==> src/rtl/debug_dump_seq.sv <==
// Debug dump sequencer: freezes the CPU, then streams PC, r0..r31 and optionally DM words (DBG_DM_DUMP_EN).
// Latency: first out_valid 3 cycles after the request; one word per 3 cycles with out_ready held high.
// Backpressure: out_valid/out_data/out_tag hold while out_ready is low; the sequence waits in PUSH.
`ifndef DM_ADDR_BIT
`define DM_ADDR_BIT 12
`endif

module debug_dump_seq #(
    parameter int DM_BASE  = 0,
    parameter int DM_WORDS = 16
) (
    input  logic                    clk,
    input  logic                    rst,
    input  logic                    start,
    input  logic                    halted,
    input  logic [31:0]             pc_dbg,
    output logic [4:0]              regfile_req_dbg,
    input  logic [31:0]             regfile_data_dbg,
    output logic [`DM_ADDR_BIT-1:0] datamem_addr_dbg,
    input  logic [31:0]             datamem_data_dbg,
    output logic                    cpu_en,
    output logic                    out_valid,
    input  logic                    out_ready,
    output logic [31:0]             out_data,
    output logic [7:0]              out_tag,
    output logic                    busy,
    output logic                    done
);

    localparam int ADDR_W = `DM_ADDR_BIT;
`ifdef DBG_DM_DUMP_EN
    localparam bit DM_EN = 1'b1;
`else
    localparam bit DM_EN = 1'b0;
`endif
    localparam int         N_WORDS = 33 + (DM_EN ? DM_WORDS : 0);
    localparam logic [6:0] LAST    = 7'(N_WORDS - 1);

    typedef enum logic [2:0] {IDLE, SETUP, CAPT, PUSH, FIN} state_t;

    state_t            state;
    logic [6:0]        widx;
    logic              halted_q;
    logic              req;
    logic [6:0]        w_sel;
    logic [31:0]       dm_off;
    logic [4:0]        sel_reg;
    logic [ADDR_W-1:0] sel_addr;
    logic [7:0]        cap_tag;
    logic [31:0]       cap_data;

    assign req = start | (halted & ~halted_q);

    // Word index 0 is the PC, 1..32 are r0..r31, 33.. are DM words.
    always_comb begin
        w_sel    = (state == IDLE) ? 7'd0 : widx + 7'd1;
        dm_off   = 32'(w_sel - 7'd33);
        sel_reg  = '0;
        sel_addr = '0;
        if (w_sel >= 7'd1 && w_sel <= 7'd32)
            sel_reg = 5'(w_sel - 7'd1);
        else if (DM_EN && w_sel >= 7'd33)
            sel_addr = ADDR_W'(32'(DM_BASE) + (dm_off << 2));
    end

    always_comb begin
        cap_tag  = 8'h20;
        cap_data = pc_dbg;
        if (widx >= 7'd33) begin
            cap_tag  = 8'h40 + 8'(widx - 7'd33);
            cap_data = datamem_data_dbg;
        end else if (widx != 7'd0) begin
            cap_tag  = 8'(widx - 7'd1);
            cap_data = regfile_data_dbg;
        end
    end

    always_ff @(posedge clk) begin
        if (rst) begin
            state            <= IDLE;
            widx             <= '0;
            halted_q         <= 1'b1;
            regfile_req_dbg  <= '0;
            datamem_addr_dbg <= '0;
            cpu_en           <= 1'b1;
            out_valid        <= 1'b0;
            out_data         <= '0;
            out_tag          <= '0;
            busy             <= 1'b0;
            done             <= 1'b0;
        end else begin
            halted_q <= halted;
            case (state)
                IDLE: if (req) begin
                    state            <= SETUP;
                    widx             <= '0;
                    regfile_req_dbg  <= sel_reg;
                    datamem_addr_dbg <= sel_addr;
                    busy             <= 1'b1;
                    cpu_en           <= 1'b0;
                end
                SETUP: state <= CAPT;
                CAPT: begin
                    out_data  <= cap_data;
                    out_tag   <= cap_tag;
                    out_valid <= 1'b1;
                    state     <= PUSH;
                end
                PUSH: if (out_ready) begin
                    out_valid <= 1'b0;
                    if (widx == LAST) begin
                        state            <= FIN;
                        done             <= 1'b1;
                        regfile_req_dbg  <= '0;
                        datamem_addr_dbg <= '0;
                    end else begin
                        state            <= SETUP;
                        widx             <= widx + 7'd1;
                        regfile_req_dbg  <= sel_reg;
                        datamem_addr_dbg <= sel_addr;
                    end
                end
                FIN: begin
                    state  <= IDLE;
                    widx   <= '0;
                    done   <= 1'b0;
                    busy   <= 1'b0;
                    cpu_en <= 1'b1;
                end
                default: state <= IDLE;
            endcase
        end
    end

endmodule

==> config.mk <==
export PLATFORM = sky130hd
export DESIGN_NAME = debug_dump_seq
export DESIGN_NICKNAME = d
export VERILOG_FILES = /design/src/rtl/debug_dump_seq.sv
export SDC_FILE = /design/constraint.sdc
export NUM_CORES = 1
export LEC_CHECK = 0
export ABC_AREA = 1
export CAP_MARGIN = 40
export CORE_ASPECT_RATIO = 1.1
export CORE_MARGIN = 2
export CORE_UTILIZATION = 38
export CTS_BUF_LIST = sky130_fd_sc_hd__clkbuf_8
export DETAILED_ROUTE_END_ITERATION = 16
export PLACE_DENSITY = 0.78
export SYNTH_ARGS = -nofsm -noshare
export SYNTH_HDL_FRONTEND = slang
export SYNTH_SLANG_ARGS = --single-unit
==> constraint.sdc <==
create_clock -name clk -period 1.9 [get_ports clk]
set_clock_uncertainty 0.05 [all_clocks]
set_input_delay 0.19 -clock clk [delete_from_list [all_inputs] [get_ports clk]]
set_output_delay 0.19 -clock clk [all_outputs]
set_load 0.05 [all_outputs]
==> flow_summary.json, run 1 <==
{
  "status": "finished clean",
  "clock_latency_ps": 330,
  "crit_top_cell": "nand2_1",
  "worstSetupEndpoint": "regfile_req_dbg[3]",
  "numPortBuffers": 149,
  "p_leak_nw": 2.250,
  "arrival_ps": 2000,
  "grt_pass1_wl_mm": 17.28,
  "synth_seq_cells": 60,
  "syn_inst": 489,
  "antenna_found_initial": 0,
  "whs_ps": 381.7,
  "synth_warnings": 0,
  "initial_core_util": 0.3964,
  "critPathTopFamily": "simple AND/OR/NAND/NOR gates",
  "gp_congestion": 0.8515,
  "clock_sinks": 60,
  "avgSynthCellArea_um2": 6.852,
  "die_area_um2": 9585,
  "reg2reg_from": "widx[0]",
  "root_buffer": "clkbuf_8",
  "place_area_um2": 5001,
  "final_antenna_net_count": 0,
  "layout-drive-gt1-share": 0.1144,
  "wirelength_mm": 11.36,
  "worstPathRequired_ps": 2120,
  "layout_min_cycle_time_ps": 1780,
  "maxSlewHeadroom": 0.6256,
  "finalCritPeriodShare": 0.9367,
  "dpl.hpwl_mm": 8.162,
  "core_area_um2": 8452,
  "grtUsageTotal": 0.2261,
  "ys_seq_area_frac": 0.3585,
  "nets": 750,
  "rows": 35,
  "vias": 3824,
  "die_y_um": 102.5,
  "path_class": "flip-flop to flip-flop",
  "grt-ovfl-total": 0,
  "cap_violations": 0,
  "num_antenna_cells": 0,
  "htree_levels": 3,
  "setup_tns_ps": 0,
  "grt_pass1_vias": 3669,
  "synth_cell_type_count": 36,
  "cp_cell_sequence": "buf_4 -> ha_1 -> nand2_1 -> inv_1 -> nand3_1 -> nand2_1 -> nor2_1 -> inv_1 -> nand3_1 -> nand2_1 -> nand2_2 -> nand2_1 -> a21oi_1",
  "ctsLongestPathBuffers": 2,
  "hold_viol": 0,
  "slowest_stage": "dfxtp_2",
  "critPathLaunchType": "flip-flop",
  "final_cell_area_um2": 5274,
  "synth_area_um2": 3351,
  "area.growth.synth_to_final_pct": 57.39,
  "r2r_slack_ps": 120,
  "clk_pin_slew_ps": 80,
  "drtIter0Drc": 189,
  "yosys-top-cells-area": "dfxtp_1, nand2_1, a21oi_1",
  "postCtsHoldBufs": 0,
  "path_buf_inv": 3,
  "wl_per_cell_um": 14.99,
  "firstDrtPassIters": 5,
  "startpoint": "widx[0]",
  "p_per_area_nw_per_um2": 1430,
  "route.detailed.drc": 0,
  "cpPeakStageDelay_ps": 350,
  "fmax_mhz": 561.9,
  "slew_violations": 0,
  "viasPerCell": 5.045,
  "tritoncts": "built",
  "cts_inserted_buffers": 9,
  "min_path_type": "input port to flip-flop",
  "grt_setup_unrepaired": "true",
  "grt_max_degree": 46,
  "pin_count": 162,
  "crit_cells": 13,
  "fin_util": 0.6240,
  "layout_commonest_cell": "clkdlybuf4s50_1",
  "ir_drop_v": 0.0008508,
  "worst_pin_slew_ps": 559.8,
  "crit_fanout": 5,
  "synth_top_area_share": 0.3585,
  "reg2reg_depth": 13,
  "dieWidth_um": 93.53,
  "finalSetupViolCount": 0,
  "r2r_end": "regfile_req_dbg[3]",
  "layout_common_cells": "clkdlybuf4s50_1, nand2_1, a21oi_1",
  "cp-end-kind": "flip-flop",
  "synth_top_area_cell": "dfxtp_1"
}
[cell families after synthesis]
family,Yosys count,share of synthesized area
AOI/OAI and AO/OA,124,0.2106
xor gates and xnor gates,3,0.007843
adders and majority gates,7,0.02614
buffers and inverters,89,0.1243
DFF,60,0.3585
other,1,0.001119
and+or+nand+nor,205,0.2715
[synthesized netlist by cell type (all sizes together)]
cell type	count
nor3b	1
a31oi	13
or2	1
nand2	128
nor2	27
a31o	1
dfxtp	60
nand3	43
a211o	1
nand4	1
a211oi	1
a21boi	1
xor2	3
o21bai	1
o211ai	20
clkinv	1
a21oi	60
clkbuf	11
conb	1
o21ai	26
nor3	4
ha	7
inv	49
buf	28
[how the worst min path moves through the flow]
| stage | cells after the start | from | slack, ps | end |
|---|---|---|---|---|
| 2_1_floorplan | 2 | halted | 240 | halted_q |
| 4_1_cts | 3 | regfile_data_dbg[19] | 370 | out_data[19] |
| 5_1_grt | 3 | regfile_data_dbg[19] | 380 | out_data[19] |
| 3_5_place_dp | 2 | cpu_en | 400 | cpu_en |
| 6_report | 3 | regfile_data_dbg[19] | 380 | out_data[19] |
| 3_3_place_gp | 2 | cpu_en | 390 | cpu_en |
[metal layers]
layer	track usage	routed length (µm)	vias to the layer above
met5	0	0	-
met4	0.07915	252	0
met3	0.04425	634	21
met2	0.4068	5862	134
met1	0.2693	4610	1767
li1	-	-	1902
[cell type report]
class	count	area, µm²
Timing Repair Buffer	170	1703
Sequential cell	60	1209
Inverter	50	187.7
Clock inverter	5	58.81
Clock buffer	11	151.4
Multi-Input combinational cell	351	1826
Fill cell	727	3178
Tap cell	111	138.9
[flip-flops by register name (all words and copies together), names as in the netlist]
register and count:
regfile_req_dbg 5, out_tag 8, out_data 32, out_valid 1
cpu_en 1, widx 7, busy 1, halted_q 1
state 3, done 1
[tightest hold or removal path, cell delays in order]
cell	delay [ps]
clkdlybuf4s50_1	390
nand2_1	60
a31oi_1	80
[stage by stage]
stage	std cells	setup WS [ps]	power, mW
final	758	120.2	7.540
after global routing	758	-48.44	8.055
after CTS	758	28.98	7.461
after detailed placement	742	1.054	6.189
after global placement	742	73.91	6.089
after floorplan	500	59.82	4.729
[what timing repair did]
| item | 4_1_cts | 5_1_grt |
|---|---|---|
| endpoints found under the setup margin | 5 | 18 |
| setup buffers | 0 | 0 |
| gates resized for setup | 3 | 19 |
[report_power, final]
group / switching [mW] / total [mW] / internal (mW)
logic: 2.93 / 4.52 / 1.59
registers: 0.216 / 1.81 / 1.60
clock network: 0.528 / 1.21 / 0.679
(Power assumes the default switching activity.)
==> run 2, diff against run 1 <==
- CTS_CLUSTER_SIZE: unset -> 30
- PLACE_DENSITY: 0.78 -> 0.75
==> flow_summary.json, run 2 (synthesis results as in run 1) <==
{
  "htree_levels": 3,
  "arrival_ps": 1940,
  "layout-drive-gt1-share": 0.1123,
  "wl_per_cell_um": 14.37,
  "nets": 753,
  "reg_top3": "out_data: 32 flops, out_tag: 8 flops, widx: 7 flops",
  "startpoint": "widx[0]",
  "finalCritPeriodShare": 0.9307,
  "grt_max_degree": 46,
  "drtIter0Drc": 202,
  "p_leak_nw": 2.250,
  "route.detailed.drc": 0,
  "numPortBuffers": 149,
  "hold_viol": 0,
  "crit_top_cell": "nand2_1",
  "critPathLaunchType": "flip-flop",
  "die_area_um2": 9585,
  "clk_pin_slew_ps": 80,
  "vias": 3795,
  "path_class": "flip-flop to flip-flop",
  "worst_slack_ps": 131.7,
  "pin_count": 162,
  "seq_area_um2": 1204,
  "clock_sinks": 60,
  "wirelength_mm": 10.93,
  "core_area_um2": 8452,
  "min_path_type": "input port to flip-flop",
  "fill_cells": 772,
  "grt-ovfl-total": 0,
  "p_per_area_nw_per_um2": 1421,
  "tritoncts": "built",
  "slowest_stage": "dfxtp_1",
  "initial_core_util": 0.3964,
  "die_y_um": 102.5,
  "finalPower_mw": 7.496,
  "area.growth.synth_to_final_pct": 57.47,
  "rows": 35,
  "pre_cts_ws_ps": 60.39,
  "hp-start": "regfile_data_dbg[13]",
  "grt_pass1_vias": 3600,
  "largest_register_ffs": 32,
  "regMostFlops": "out_data",
  "grt_pass1_wl_mm": 16.81,
  "reg2reg_from": "widx[0]",
  "finalSetupViolCount": 0,
  "viasPerCell": 4.987,
  "status": "finished clean",
  "r2r_slack_ps": 130,
  "cts_inserted_buffers": 9,
  "fmax_mhz": 565.5,
  "layout_common_cells": "clkdlybuf4s50_1, nand2_1, dfxtp_1",
  "maxSlewHeadroom": 0.6236,
  "cpPeakStageDelay_ps": 350,
  "dpl.hpwl_mm": 7.852,
  "worstPathRequired_ps": 2080,
  "layout_min_cycle_time_ps": 1768,
  "ctsLongestPathBuffers": 2,
  "crit_fanout": 5,
  "worst_pin_slew_ps": 562.9,
  "dieWidth_um": 93.53,
  "cap_violations": 0,
  "slew_violations": 0,
  "num_antenna_cells": 0,
  "cp-end-kind": "flip-flop",
  "clock_latency_ps": 330,
  "root_buffer": "clkbuf_8",
  "firstDrtPassIters": 5,
  "grtUsageTotal": 0.2183,
  "layout_commonest_cell": "clkdlybuf4s50_1",
  "antenna_found_initial": 0,
  "gp_congestion": 0.8351,
  "multi_input_area_um2": 1812,
  "final_antenna_net_count": 0,
  "cp_cell_sequence": "inv_1 -> ha_1 -> o21ai_0 -> nand2_1 -> nor2_2 -> nand3_1 -> nand2_1 -> nand2_2 -> nand2_1 -> a21oi_1",
  "ir_drop_v": 0.0007967
}
## run 2: cell types whose count changed in the layout (fill, tap and decap cells not counted), sizes merged
| cell | delta |
|---|---|
| buf | +2 |
| bufinv | -1 |
| clkinv | +2 |
## run 2: critical path, delay by kind of cell, from the launching register on
family          cells  cell delay (ps)
compound gates      2              290
fa+ha+maj           1              330
buf+inv             1               70
flops               1              350
simple gates        6              580
## run 2: cell type report
| class | count | area share |
|---|---|---|
| clock buffers | 10 | 0.02608 |
| clock inverters | 6 | 0.007825 |
| well taps | 111 | 0.02632 |
| repair buffers | 173 | 0.3327 |
| flip-flops and latches | 60 | 0.2281 |
| multi-input cells | 351 | 0.3434 |
| inverters | 50 | 0.03557 |
## run 2: path summary, 6_finish.rpt
path / depth (start not counted) / end
setup / recovery: 10 / regfile_req_dbg[1]
hold / removal: 3 / out_data[13]
setup reg to reg: 10 / regfile_req_dbg[1]
hold reg to reg: 2 / cpu_en
## run 2: metrics by stage
step	TNS [ps]	area (µm²)	utilization	hold WS [ps]	instances
6_report	0	5276	0.6243	369.7	761
5_1_grt	-15.73	5276	0.6243	378.4	761
4_1_cts	0	5180	0.6129	363.4	758
3_5_place_dp	0	5001	0.5917	385.6	742
3_3_place_gp	0	5001	0.5917	394.4	742
2_1_floorplan	0	3392	-	236.2	500
## run 2: repair_timing
| action | CTS | global route |
|---|---|---|
| resized for setup | 0 | 17 |
| endpoints found under the setup margin | 0 | 15 |
| setup buffers | 0 | 2 |
| endpoints found under the hold margin | 0 | 0 |
| hold buffers | 0 | 0 |
## run 2: where the power goes
part	switching (mW)	internal, mW	total [mW]
Clock	0.524	0.505	1.03
Combinational	2.93	1.76	4.69
Sequential	0.187	1.59	1.78
Total	3.64	3.85	7.50
## run 2: per-layer routing
layer,up-vias,share of wire,global-route usage
met3,19,0.063,0.03540
li1,1904,-,-
met5,-,0,0
met1,1726,0.42,0.2738
met4,0,0.018,0.07023
met2,146,0.50,0.3846
==> run 3, diff against run 2 <==
- SLEW_MARGIN: unset -> 20
==> results of run 3 <==
The final DEF is identical to that of run 2; final timing and power are the same.
==> patch, RTL diff (flow settings as in run 2) <==
Re-encode `state_t` (5 states) as one-hot, 5 bits wide.
--- a/src/rtl/debug_dump_seq.sv
+++ b/src/rtl/debug_dump_seq.sv
@@ -36,7 +36,7 @@
     localparam int         N_WORDS = 33 + (DM_EN ? DM_WORDS : 0);
     localparam logic [6:0] LAST    = 7'(N_WORDS - 1);
 
-    typedef enum logic [2:0] {IDLE, SETUP, CAPT, PUSH, FIN} state_t;
+    typedef enum logic [4:0] {IDLE = 5'b00001, SETUP = 5'b00010, CAPT = 5'b00100, PUSH = 5'b01000, FIN = 5'b10000} state_t;
 
     state_t            state;
     logic [6:0]        widx;
Behaviour: no difference found for any inputs over 10 cycles, from zero or initial values and one cycle with rst high; not proved beyond that.
==> patch against run 2 <==
- the run now ends with negative setup slack left
- sequential cell count grew 2
- die area grew 4.9%
- worst hold slack about the same
- final area increased by 7.1%
- synthesized cell count up 8.2%
- synthesized area rose by 5.1%
- routed wire length up 3.7%
- sequential share of layout area shrank 0.79 points
- via count up 5.2%
- setup slack worse by 0.16 ns
- critical path type unchanged
- largest cell class unchanged
Power is not compared: it rests on default switching activity, and its combinational part moved more than twofold at a synthesized area within 25%.
==> patch: results (changes against run 2) <==
outcome: "complete, but fails checks"
violations: "negative setup slack"
finalSetupTns_ns: -0.1382  # -0.1382 ns
grtUsageMet1: 0.2455  # -0.02828
synth_compound_area_frac: 0.1535  # -0.05709
dr.first_iter.drc_count: 179  # -11%
grt_max_degree: 55  # +20%
yosys.area.top_type_share: 0.3525  # -0.005953
vias: 3991  # +5.2%
fillers: 796  # +3.1%
grt_pass1_wl_um: 16840  # +0.17%
wl_met2_um: 5885  # +8.2%
synth_fa_ha_area_frac: 0.02488  # -0.001263
wirelength_um: 11340  # +3.7%
root_buffer: "clkbuf_8"
clk_latency_ns: 0.33  # about the same
max-vdd-ir-drop_v: 0.0004080
worst_pin_slew_ns: 0.5647  # +0.001823 ns
m1WireLength_um: 4432  # -3.6%
whs_ns: 0.3695  # -0.0001980 ns
regToRegSetupSlack_ns: -0.02  # -0.16 ns
antenna_cells: 0  # unchanged
place_ws_ns: 0.03244  # -0.02795 ns
async_reset_ff_frac: 0  # unchanged
path_max_fanout: 15  # +10
use_met3: 0.05263  # +0.01723
drive_gt1_frac: 0.1586  # +0.04626
fin_cells: 814  # +7.0%
synthTopCellsByArea: "dfxtp_1, nand2_1, nor2_1"
cpLargestDelayFamily: "simple AND/OR/NAND/NOR gates"
slowest_stage: "dfxtp_2"
grt_pass1_vias: 3678  # +2.2%
antenna_found_initial: 0  # unchanged
synth.avg_cell_area_um2: 6.656  # -2.9%
cp_slowest_stage_delay_ns: 0.34
wl_met3_um: 813  # +17%
fin_nets: 804  # +6.8%
dr.pass1.iters: 4  # -1
synth.area.mux_share: 0  # unchanged
hpwl_um: 8148  # +3.8%
dpl.cell_count: 785  # +5.8%
synth_commonest_cells: "nand2_1, dfxtp_1, nor2_1"
clockBufferDepth: 2  # unchanged
arrival_ns: 2.14  # +0.20 ns
finalWorstSetupSlack_ns: -0.02338  # -0.1551 ns
highest_layer: "met4"
synth-xor-area-share: 0.01990  # +0.01206
setup_viol: 12  # +12
yosysSeqAreaShare: 0.3525  # -0.005953
routabilityCongestion: 0.9438  # +13%
ys.flop_type: "dfxtp_1"
gr-usage-all-layers: 0.2113  # -0.007008
yosysWarnings: 0  # unchanged
cts_made_buffers: 9  # unchanged
yosysUniqueCellTypes: 34  # -5.6%
port-buffer-count: 149  # unchanged
p_sw_frac: 0.3951
grtUsageMet2: 0.3746  # -0.009990
## patch: cell types whose count changed after synthesis, moves of 5 or more
cell      before  now
a21boi_0       1    7
inv_1         44   39
xor2_1         3    8
a21oi_1       59   44
nand2_1      125  148
nand3_1       41   35
o211ai_1      20    4
nor2_1        24   62
## patch: metrics by stage
stage	area, um2	total power, W
3_5_place_dp	5152	0.003284
3_3_place_gp	5152	0.003263
2_1_floorplan	3562	0.002669
4_1_cts	5326	0.004327
6_report	5653	0.004630
5_1_grt	5653	0.004900
## patch: layout make-up
class | count | area, um2 | share of cell area
Sequential cell | 62 | 1245 | 0.2202
Inverter | 49 | 190.2 | 0.03364
Clock inverter | 4 | 22.52 | 0.003984
Timing Repair Buffer | 184 | 1844 | 0.3263
Multi-Input combinational cell | 390 | 2057 | 0.3639
Clock buffer | 11 | 151.4 | 0.02678
Tap cell | 114 | 142.6 | 0.02523
## patch: path summary, 6_finish.rpt
kind                      start            endpoint  cells past startpoint
min reg2reg  regfile_req_dbg[3]  regfile_req_dbg[3]                      2
max reg2reg             widx[0]         out_data[1]                     12
min                      halted            halted_q                      3
max                     widx[0]         out_data[1]                     12
## patch: timing repair
action / 4_1_cts / 5_1_grt
endpoints found under the setup margin: 0 / 46
buffers inserted: 0 / 13
gates resized for setup: 0 / 52
## patch: power by group through the flow
stage / Sequential (W) / Clock [W] / Combinational (W)
2_1_floorplan: 0.00164 / 0 / 0.00103
3_3_place_gp: 0.00146 / 0 / 0.00180
3_5_place_dp: 0.00146 / 0 / 0.00182
4_1_cts: 0.00143 / 0.00107 / 0.00183
5_1_grt: 0.00144 / 0.00112 / 0.00233
6_report: 0.00143 / 0.00104 / 0.00216
